==> src/rtl/typing_pkg.sv <==
// Shared constants and encodings for the typing-game text window.
package typing_pkg;

  localparam int unsigned WIN_DEFAULT = 30;
  localparam int unsigned CELL_W      = 5;
  localparam int unsigned CHAR_SPACE  = 26;

  typedef enum logic [1:0] {
    ST_PEND = 2'd0,
    ST_OK   = 2'd1,
    ST_BAD  = 2'd2,
    ST_CUR  = 2'd3
  } stat_e;

  // IDLE only exists for the single cycle after reset release.
  typedef enum logic [1:0] {
    IDLE = 2'd0,
    FILL = 2'd1,
    RUN  = 2'd2,
    DONE = 2'd3
  } state_e;

endpackage

==> src/rtl/text_window_buffer_if.sv <==
// Checker, article-lookup and renderer signals of the text window buffer.
interface text_window_buffer_if #(
  parameter int unsigned PLACE_W = 11,
  parameter int unsigned CHAR_W  = 6
);
  logic               restart;
  logic [PLACE_W-1:0] word_place;
  logic               judge_valid;
  logic               judge_wrong;
  logic [PLACE_W-1:0] art_addr;
  logic [CHAR_W-1:0]  art_char;
  logic [4:0]         cell_idx;
  logic [CHAR_W-1:0]  cell_char;
  logic [1:0]         cell_stat;
  logic [PLACE_W-1:0] line_base;
  logic               busy;
  logic               done;
  logic               overflow;

  modport slave (
    input  restart, word_place, judge_valid, judge_wrong, art_char, cell_idx,
    output art_addr, cell_char, cell_stat, line_base, busy, done, overflow
  );

  modport master (
    output restart, word_place, judge_valid, judge_wrong, art_char, cell_idx,
    input  art_addr, cell_char, cell_stat, line_base, busy, done, overflow
  );
endinterface

==> src/rtl/cell_status_array.sv <==
// Per-cell judgement status storage: one write port, one registered read port.
module cell_status_array
  import typing_pkg::*;
#(
  parameter int unsigned WIN = WIN_DEFAULT
) (
  input  logic              clk,
  input  logic              rst,
  input  logic              we,
  input  logic [CELL_W-1:0] waddr,
  input  stat_e             wdata,
  input  logic [CELL_W-1:0] raddr,
  output stat_e             rdata
);

  stat_e stat_q [WIN];
  stat_e rdata_q;

  always_ff @(posedge clk or negedge rst) begin
    if (!rst) begin
      for (int i = 0; i < int'(WIN); i++) begin
        stat_q[i] <= ST_PEND;
      end
      rdata_q <= ST_PEND;
    end else begin
      if (we) begin
        stat_q[waddr] <= wdata;
      end
      rdata_q <= stat_q[raddr];
    end
  end

  assign rdata = rdata_q;

endmodule

==> src/rtl/text_window_buffer.sv <==
// One displayed line of article text plus per-cell judgement status,
// refilled a line at a time from the article lookup as the cursor moves.
module text_window_buffer
  import typing_pkg::*;
#(
  parameter int unsigned WIN     = WIN_DEFAULT,
  parameter int unsigned ART_LEN = 299,
  parameter int unsigned PLACE_W = 11,
  parameter int unsigned CHAR_W  = 6
) (
  input logic                clk,
  input logic                rst,
  text_window_buffer_if.slave bus
);

  localparam logic [PLACE_W-1:0] WIN_P   = PLACE_W'(WIN);
  localparam logic [PLACE_W-1:0] ART_P   = PLACE_W'(ART_LEN);
  localparam logic [CELL_W-1:0]  WIN_C   = CELL_W'(WIN);
  localparam logic [CELL_W-1:0]  LAST_C  = CELL_W'(WIN - 1);
  localparam logic [CHAR_W-1:0]  SPACE_C = CHAR_W'(CHAR_SPACE);

  state_e             state_q, state_d;
  logic [PLACE_W-1:0] base_q, base_d;
  logic [CELL_W-1:0]  fill_q, fill_d;
  logic               q_valid_q, q_valid_d;
  logic [PLACE_W-1:0] q_place_q, q_place_d;
  logic               q_wrong_q, q_wrong_d;
  logic               ovf_q, ovf_d;

  logic [CHAR_W-1:0]  chars_q [WIN];
  logic [CHAR_W-1:0]  cell_char_q;
  logic               stat_zero_q;
  logic               stat_cur_q;

  logic               st_we;
  logic [CELL_W-1:0]  st_waddr;
  stat_e              st_wdata;
  stat_e              st_rdata;
  logic               char_we;

  logic [PLACE_W-1:0] fill_addr;
  logic [CHAR_W-1:0]  fill_char;
  logic [PLACE_W-1:0] base_next;
  logic [PLACE_W:0]   cur_off, q_off;
  logic               cur_in, q_in;
  logic [CELL_W-1:0]  cur_idx, q_idx;
  logic               rd_in;
  logic [CELL_W-1:0]  rd_addr;

  assign fill_addr = base_q + {{(PLACE_W - CELL_W){1'b0}}, fill_q};
  assign fill_char = (fill_addr >= ART_P) ? SPACE_C : bus.art_char;
  assign base_next = base_q + WIN_P;

  // Extra MSB flags a place behind the line start, which counts as out of window.
  assign cur_off = {1'b0, bus.word_place} - {1'b0, base_q};
  assign cur_in  = !cur_off[PLACE_W] && (cur_off < {1'b0, WIN_P});
  assign cur_idx = cur_off[CELL_W-1:0];
  assign q_off   = {1'b0, q_place_q} - {1'b0, base_q};
  assign q_in    = !q_off[PLACE_W] && (q_off < {1'b0, WIN_P});
  assign q_idx   = q_off[CELL_W-1:0];

  always_comb begin
    state_d   = state_q;
    base_d    = base_q;
    fill_d    = fill_q;
    q_valid_d = q_valid_q;
    q_place_d = q_place_q;
    q_wrong_d = q_wrong_q;
    ovf_d     = ovf_q;
    st_we     = 1'b0;
    st_waddr  = cur_idx;
    st_wdata  = ST_PEND;
    char_we   = 1'b0;

    if (bus.restart) begin
      state_d   = FILL;
      base_d    = '0;
      fill_d    = '0;
      q_valid_d = 1'b0;
    end else begin
      unique case (state_q)
        IDLE, FILL: begin
          if (state_q == FILL) begin
            char_we  = 1'b1;
            st_we    = 1'b1;
            st_waddr = fill_q;
            st_wdata = ST_PEND;
            if (fill_q == LAST_C) begin
              state_d = RUN;
              fill_d  = '0;
            end else begin
              fill_d = fill_q + 1'b1;
            end
          end else begin
            state_d = FILL;
            fill_d  = '0;
          end
          if (bus.judge_valid) begin
            if (q_valid_q) begin
              ovf_d = 1'b1;
            end else begin
              q_valid_d = 1'b1;
              q_place_d = bus.word_place;
              q_wrong_d = bus.judge_wrong;
            end
          end
        end
        RUN: begin
          // A queued judgement owns the write port; a fresh one takes its slot.
          if (q_valid_q) begin
            st_we     = q_in;
            st_waddr  = q_idx;
            st_wdata  = q_wrong_q ? ST_BAD : ST_OK;
            q_valid_d = bus.judge_valid;
            q_place_d = bus.word_place;
            q_wrong_d = bus.judge_wrong;
          end else if (bus.judge_valid && cur_in) begin
            st_we    = 1'b1;
            st_waddr = cur_idx;
            st_wdata = bus.judge_wrong ? ST_BAD : ST_OK;
          end
          if (bus.word_place >= ART_P) begin
            state_d = DONE;
          end else if ((bus.word_place >= base_next) && (base_next < ART_P)) begin
            base_d  = base_next;
            state_d = FILL;
            fill_d  = '0;
          end
        end
        DONE: begin
          state_d = DONE;
        end
        default: begin
          state_d = IDLE;
        end
      endcase
    end
  end

  always_ff @(posedge clk or negedge rst) begin
    if (!rst) begin
      state_q   <= IDLE;
      base_q    <= '0;
      fill_q    <= '0;
      q_valid_q <= 1'b0;
      q_place_q <= '0;
      q_wrong_q <= 1'b0;
      ovf_q     <= 1'b0;
    end else begin
      state_q   <= state_d;
      base_q    <= base_d;
      fill_q    <= fill_d;
      q_valid_q <= q_valid_d;
      q_place_q <= q_place_d;
      q_wrong_q <= q_wrong_d;
      ovf_q     <= ovf_d;
    end
  end

  always_ff @(posedge clk) begin
    if (char_we) begin
      chars_q[fill_q] <= fill_char;
    end
  end

  assign rd_in   = bus.cell_idx < WIN_C;
  assign rd_addr = rd_in ? bus.cell_idx : '0;

  // Status is forced to pending from the cycle a fill is triggered until it ends.
  always_ff @(posedge clk or negedge rst) begin
    if (!rst) begin
      cell_char_q <= '0;
      stat_zero_q <= 1'b1;
      stat_cur_q  <= 1'b0;
    end else begin
      cell_char_q <= rd_in ? chars_q[rd_addr] : SPACE_C;
      stat_zero_q <= !rd_in || (state_q == IDLE) || (state_q == FILL) || (state_d == FILL);
      stat_cur_q  <= (state_q == RUN) && (state_d == RUN) && cur_in && (cur_idx == bus.cell_idx);
    end
  end

  cell_status_array #(
    .WIN(WIN)
  ) u_status (
    .clk  (clk),
    .rst  (rst),
    .we   (st_we),
    .waddr(st_waddr),
    .wdata(st_wdata),
    .raddr(rd_addr),
    .rdata(st_rdata)
  );

  assign bus.art_addr  = fill_addr;
  assign bus.cell_char = cell_char_q;
  assign bus.cell_stat = stat_zero_q ? ST_PEND :
                         ((stat_cur_q && (st_rdata == ST_PEND)) ? ST_CUR : st_rdata);
  assign bus.line_base = base_q;
  assign bus.busy      = (state_q == FILL);
  assign bus.done      = (state_q == DONE);
  assign bus.overflow  = ovf_q;

endmodule
==> src/flat_wrapper.sv <==
// flat-port wrapper written by rule: the top's interface ports become plain ports
module text_window_buffer_flat import typing_pkg::*;
#(
  parameter int unsigned WIN     = WIN_DEFAULT,
  parameter int unsigned ART_LEN = 299,
  parameter int unsigned PLACE_W = 11,
  parameter int unsigned CHAR_W  = 6
)
  (clk, rst, bus_restart, bus_word_place, bus_judge_valid, bus_judge_wrong, bus_art_char, bus_cell_idx, bus_art_addr, bus_cell_char, bus_cell_stat, bus_line_base, bus_busy, bus_done, bus_overflow);
  text_window_buffer_if #(.PLACE_W(PLACE_W), .CHAR_W(CHAR_W)) bus_i ();
  input logic clk;
  input logic rst;
  input wire logic [$bits(bus_i.restart)-1:0] bus_restart;
  input wire logic [$bits(bus_i.word_place)-1:0] bus_word_place;
  input wire logic [$bits(bus_i.judge_valid)-1:0] bus_judge_valid;
  input wire logic [$bits(bus_i.judge_wrong)-1:0] bus_judge_wrong;
  input wire logic [$bits(bus_i.art_char)-1:0] bus_art_char;
  input wire logic [$bits(bus_i.cell_idx)-1:0] bus_cell_idx;
  output wire logic [$bits(bus_i.art_addr)-1:0] bus_art_addr;
  output wire logic [$bits(bus_i.cell_char)-1:0] bus_cell_char;
  output wire logic [$bits(bus_i.cell_stat)-1:0] bus_cell_stat;
  output wire logic [$bits(bus_i.line_base)-1:0] bus_line_base;
  output wire logic [$bits(bus_i.busy)-1:0] bus_busy;
  output wire logic [$bits(bus_i.done)-1:0] bus_done;
  output wire logic [$bits(bus_i.overflow)-1:0] bus_overflow;
  assign bus_i.restart = bus_restart;
  assign bus_i.word_place = bus_word_place;
  assign bus_i.judge_valid = bus_judge_valid;
  assign bus_i.judge_wrong = bus_judge_wrong;
  assign bus_i.art_char = bus_art_char;
  assign bus_i.cell_idx = bus_cell_idx;
  assign bus_art_addr = bus_i.art_addr;
  assign bus_cell_char = bus_i.cell_char;
  assign bus_cell_stat = bus_i.cell_stat;
  assign bus_line_base = bus_i.line_base;
  assign bus_busy = bus_i.busy;
  assign bus_done = bus_i.done;
  assign bus_overflow = bus_i.overflow;
  text_window_buffer #(.WIN(WIN), .ART_LEN(ART_LEN), .PLACE_W(PLACE_W), .CHAR_W(CHAR_W)) u_core (.clk(clk), .rst(rst), .bus(bus_i));
endmodule
==> config.mk <==
export PLATFORM = sky130hd
export DESIGN_NAME = text_window_buffer_flat
export DESIGN_NICKNAME = d
export VERILOG_FILES = /design/src/rtl/typing_pkg.sv /design/src/rtl/text_window_buffer_if.sv /design/src/rtl/cell_status_array.sv /design/src/rtl/text_window_buffer.sv /design/src/flat_wrapper.sv
export SDC_FILE = /design/constraint.sdc
export NUM_CORES = 1
export LEC_CHECK = 0
export BUFFER_PORTS_ARGS = -buffer_cell sky130_fd_sc_hd__buf_2
export CAP_MARGIN = 20
export CORE_AREA = 2 2 192 194
export CTS_CLUSTER_SIZE = 8
export DETAILED_ROUTE_END_ITERATION = 8
export DIE_AREA = 0 0 194 196
export GPL_ROUTABILITY_DRIVEN = 0
export PLACE_DENSITY = 0.56
export SETUP_SLACK_MARGIN = 0.3
export SYNTH_ARGS = -nofsm -noshare
export SYNTH_HDL_FRONTEND = slang
export SYNTH_SLANG_ARGS = --single-unit
==> constraint.sdc <==
create_clock -name clk -period 6.06 [get_ports clk]
set_input_delay 0.303 -clock clk [delete_from_list [all_inputs] [get_ports clk]]
set_output_delay 0.303 -clock clk [all_outputs]
set_load 0.005 [all_outputs]
==> reports/metrics.csv <==
stage;metric;value;unit
run_status;outcome;finished clean;
clock_network;clkTransAtPathRegs;0.06;ns
clock_network;clock_sinks;281;
placed_design;place_hpwl;24600;um
clock_network;cts_setup_buffers;0;
floorplanning;dieArea;38000;um^2
finish;nNetsFinal;1347;
global_routing;grt_max_degree;78;
sta;period_needed;4.20;ns
global_routing;grt_pass1_wl;58500;um
setup_path;critPathKind;reg -> reg;
min_path;holdCritPathClass;in -> reg;
setup_path;end_kind;register;
logic_synthesis;synth.avg_cell_area;11.6;um^2
floorplanning;start_util;0.395;
logic_synthesis;synth_top_flop_cell;edfxtp_1;
sta;worstMarginPinSlew;1.13;ns
power_and_ir_drop;fin_total_pwr;4.69;mW
global_routing;grt.overflow.total;0;
sta;setup-tns-final;0;ns
sta;fin_skew;0.0156;ns
power_and_ir_drop;ir_drop;0.207;mV
logic_synthesis;synth_seq_cells;281;
clock_network;cts_tree;done;
setup_path;crit_path_max_fanout;30;
logic_synthesis;async_reset_ff_frac;0.359;
sta;hold_violations;0;
global_routing;antenna_found_initial;0;
finish;areaGrowthSynthToFinish;14.2;%
global_routing;grt_util_all_layers;0.197;
logic_synthesis;synth.most_common_cell;edfxtp_1;
floorplanning;core_area;36100;um^2
finish;instances_no_fill;1774;
logic_synthesis;ys_warn_count;0;
sta;fmax;238;MHz
floorplanning;die_w;194;um
setup_path;critPathLaunchType;register;
clock_network;cts_buffers;41;
power_and_ir_drop;cellPowerDensity;288;nW/um^2
logic_synthesis;synth-edff-count;180;
route;viasPerCell;5.63;
route;wl_per_cell;21.3;um
logic_synthesis;ys_seq_area_frac;0.557;
logic_synthesis;yosys.area.top_type;edfxtp_1;
logic_synthesis;synth_top_area_share;0.379;
route;ant_nets;0;
sta;slew_viol_final;0;
clock_network;clk_path_buf_depth;3;
floorplanning;die_y;196;um
route;wirelength;37800;um
flow_run;max-cap-violations;0;
route;drt-initial-drc-count;771;
logic_synthesis;synth_area;14200;um^2
sta;fin_crit_sh;0.693;
route;firstDrtPassIters;5;
logic_synthesis;synth_commonest_cells;180 x edfxtp_1, 113 x nand2_1, 100 x dfrtp_1, 93 x nor2_1, 80 x mux2_2;
floorplanning;rows;70;
sta;setup_viol;0;
clock_network;h-tree-depth;2;
route;vias;9995;
global_routing;grt_pass1_vias;10005;
logic_synthesis;synth_area_leaders;edfxtp_1 38%, dfrtp_1 18%, mux2_2 6.3%;
finish;drive_gt1_frac;0.179;
sta;slew_headroom;0.250;
clock_network;cts.repair.resized;0;
logic_synthesis;ys_types;77;
placed_design;dp_cells;1697;
power_and_ir_drop;leakage;6.26;nW
placed_design;place.port_buffers;58;
floorplanning;io-pin-count;60;
finish;n_fill_cell;3420;
finish;diodes;0;
clock_network;postCtsHoldBufs;1;
route;route.detailed.drc;0;
setup_path;cp.arrival;4.66;ns
setup_path;critPathRequiredTime;6.52;ns
logic_synthesis;synthCells;1228;
sta;rsz0062_at_grt;false;
clock_network;cts_root_buf;clkbuf_16;
clock_network;clkLatencyLatePin;0.53;ns
per-stage QoR:
stage / area, um^2 / hold slack [ns] / util / worst slack (ns)
2_1_floorplan: 14300 / 0.00741 / - / 2.63
3_3_place_gp: 14900 / 0.266 / 0.414 / 1.85
3_5_place_dp: 14900 / 0.285 / 0.414 / 1.76
4_1_cts: 16200 / 0.0341 / 0.448 / 1.74
5_1_grt: 16300 / 0.0494 / 0.451 / 1.47
6_report: 16300 / 0.0414 / 0.451 / 1.86
report_power, final:
group          internal, mW  leakage (nW)  switching (mW)
sequential             2.08          2.97          0.0208
clock                  1.29         0.567           0.824
combinational         0.176          2.72           0.301
total                  3.54          6.26            1.15
flip-flops by register name (all words and copies together), names as in the netlist:
register	cells
u_core.q_valid_q	1
u_core.u_status.rdata	2
u_core.q_place_q	11
u_core.bus.line_base	10
u_core.stat_cur_q	1
u_core.state_q	2
u_core.u_status.stat_q	60
u_core.q_wrong_q	1
u_core.stat_zero_q	1
u_core.bus.overflow	1
u_core.bus.cell_char	6
u_core.chars_q	180
u_core.fill_q	5
layout make-up:
type / instances / area [um^2] / share of cell area
inverter: 29 / 109 / 0.00669
timing repair buffer: 76 / 517 / 0.0318
clock inverter: 3 / 47.5 / 0.00292
clock buffer: 67 / 1140 / 0.0704
sequential: 281 / 7930 / 0.488
tap: 468 / 586 / 0.0360
multi-input combinational: 850 / 5930 / 0.365
kinds of logic (layout without fill, tap and decap cells):
| kind of cell | count (synthesis) | in the layout | synth area share |
|---|---|---|---|
| fa+ha+maj | 41 | 41 | 0.0371 |
| other cells | 2 | 3 | 0.000527 |
| buf+inv | 98 | 175 | 0.0279 |
| flops | 281 | 281 | 0.557 |
| compound gates | 268 | 268 | 0.124 |
| mux | 124 | 124 | 0.105 |
| simple gates | 381 | 381 | 0.128 |
| xor+xnor | 33 | 33 | 0.0203 |
layer usage:
| metal | share of wire | track usage | vias up |
|---|---|---|---|
| met3 | 0.062 | 0.0340 | 51 |
| met5 | 0 | 0 | - |
| li1 | - | - | 4683 |
| met2 | 0.48 | 0.331 | 281 |
| met4 | 0.019 | 0.0499 | 0 |
| met1 | 0.44 | 0.266 | 4980 |
layout by cell type (no fill, tap or decap), drive strengths merged, types with 7 or more instances in the layout:
master and instances:
nor2 93, nand4 7, nor3 26, o21ai 49, o21a 11, edfxtp 180, a211oi 31, inv 30
dfrtp 100, buf 73, mux4 12, mux2 83, o22ai 14, nor2b 29, xor2 9, xnor2 24
and2 22, nand2 114, mux2i 29, nand2b 11, clkbuf 68, a31oi 30, ha 39, nor4 7
and3 7, a21oi 61, nand3 40
path summary, 6_finish.rpt:
| check | from | endpoint | slack, ns | cells after the start |
|---|---|---|---|---|
| max | u_core.bus.line_base[1] | u_core.u_status.stat_q[8] | 1.86 | 11 |
| min | bus_judge_wrong | u_core.q_wrong_q | 0.04 | 2 |
| max reg2reg | u_core.bus.line_base[1] | u_core.u_status.stat_q[8] | 1.86 | 11 |
| min reg2reg | u_core.bus.overflow | u_core.bus.overflow | 0.47 | 1 |
| max in group asynchronous | rst | u_core.stat_zero_q | 4.79 | 4 |
| min in group asynchronous | rst | u_core.bus.cell_char[1] | 0.27 | 2 |
worst max-delay path, cell delays in order, from the launching register on:
cell	delay (ns)
dfrtp_1	0.48
inv_1	0.21
fa_1	0.51
a211oi_1	0.27
and2b_4	0.25
mux2i_1	0.11
or4b_1	0.53
nor3_2	0.22
nand4_2	0.24
o22ai_1	0.18
and2_1	0.82
mux2_2	0.30
Note: power is estimated with default switching activity, not from simulation.
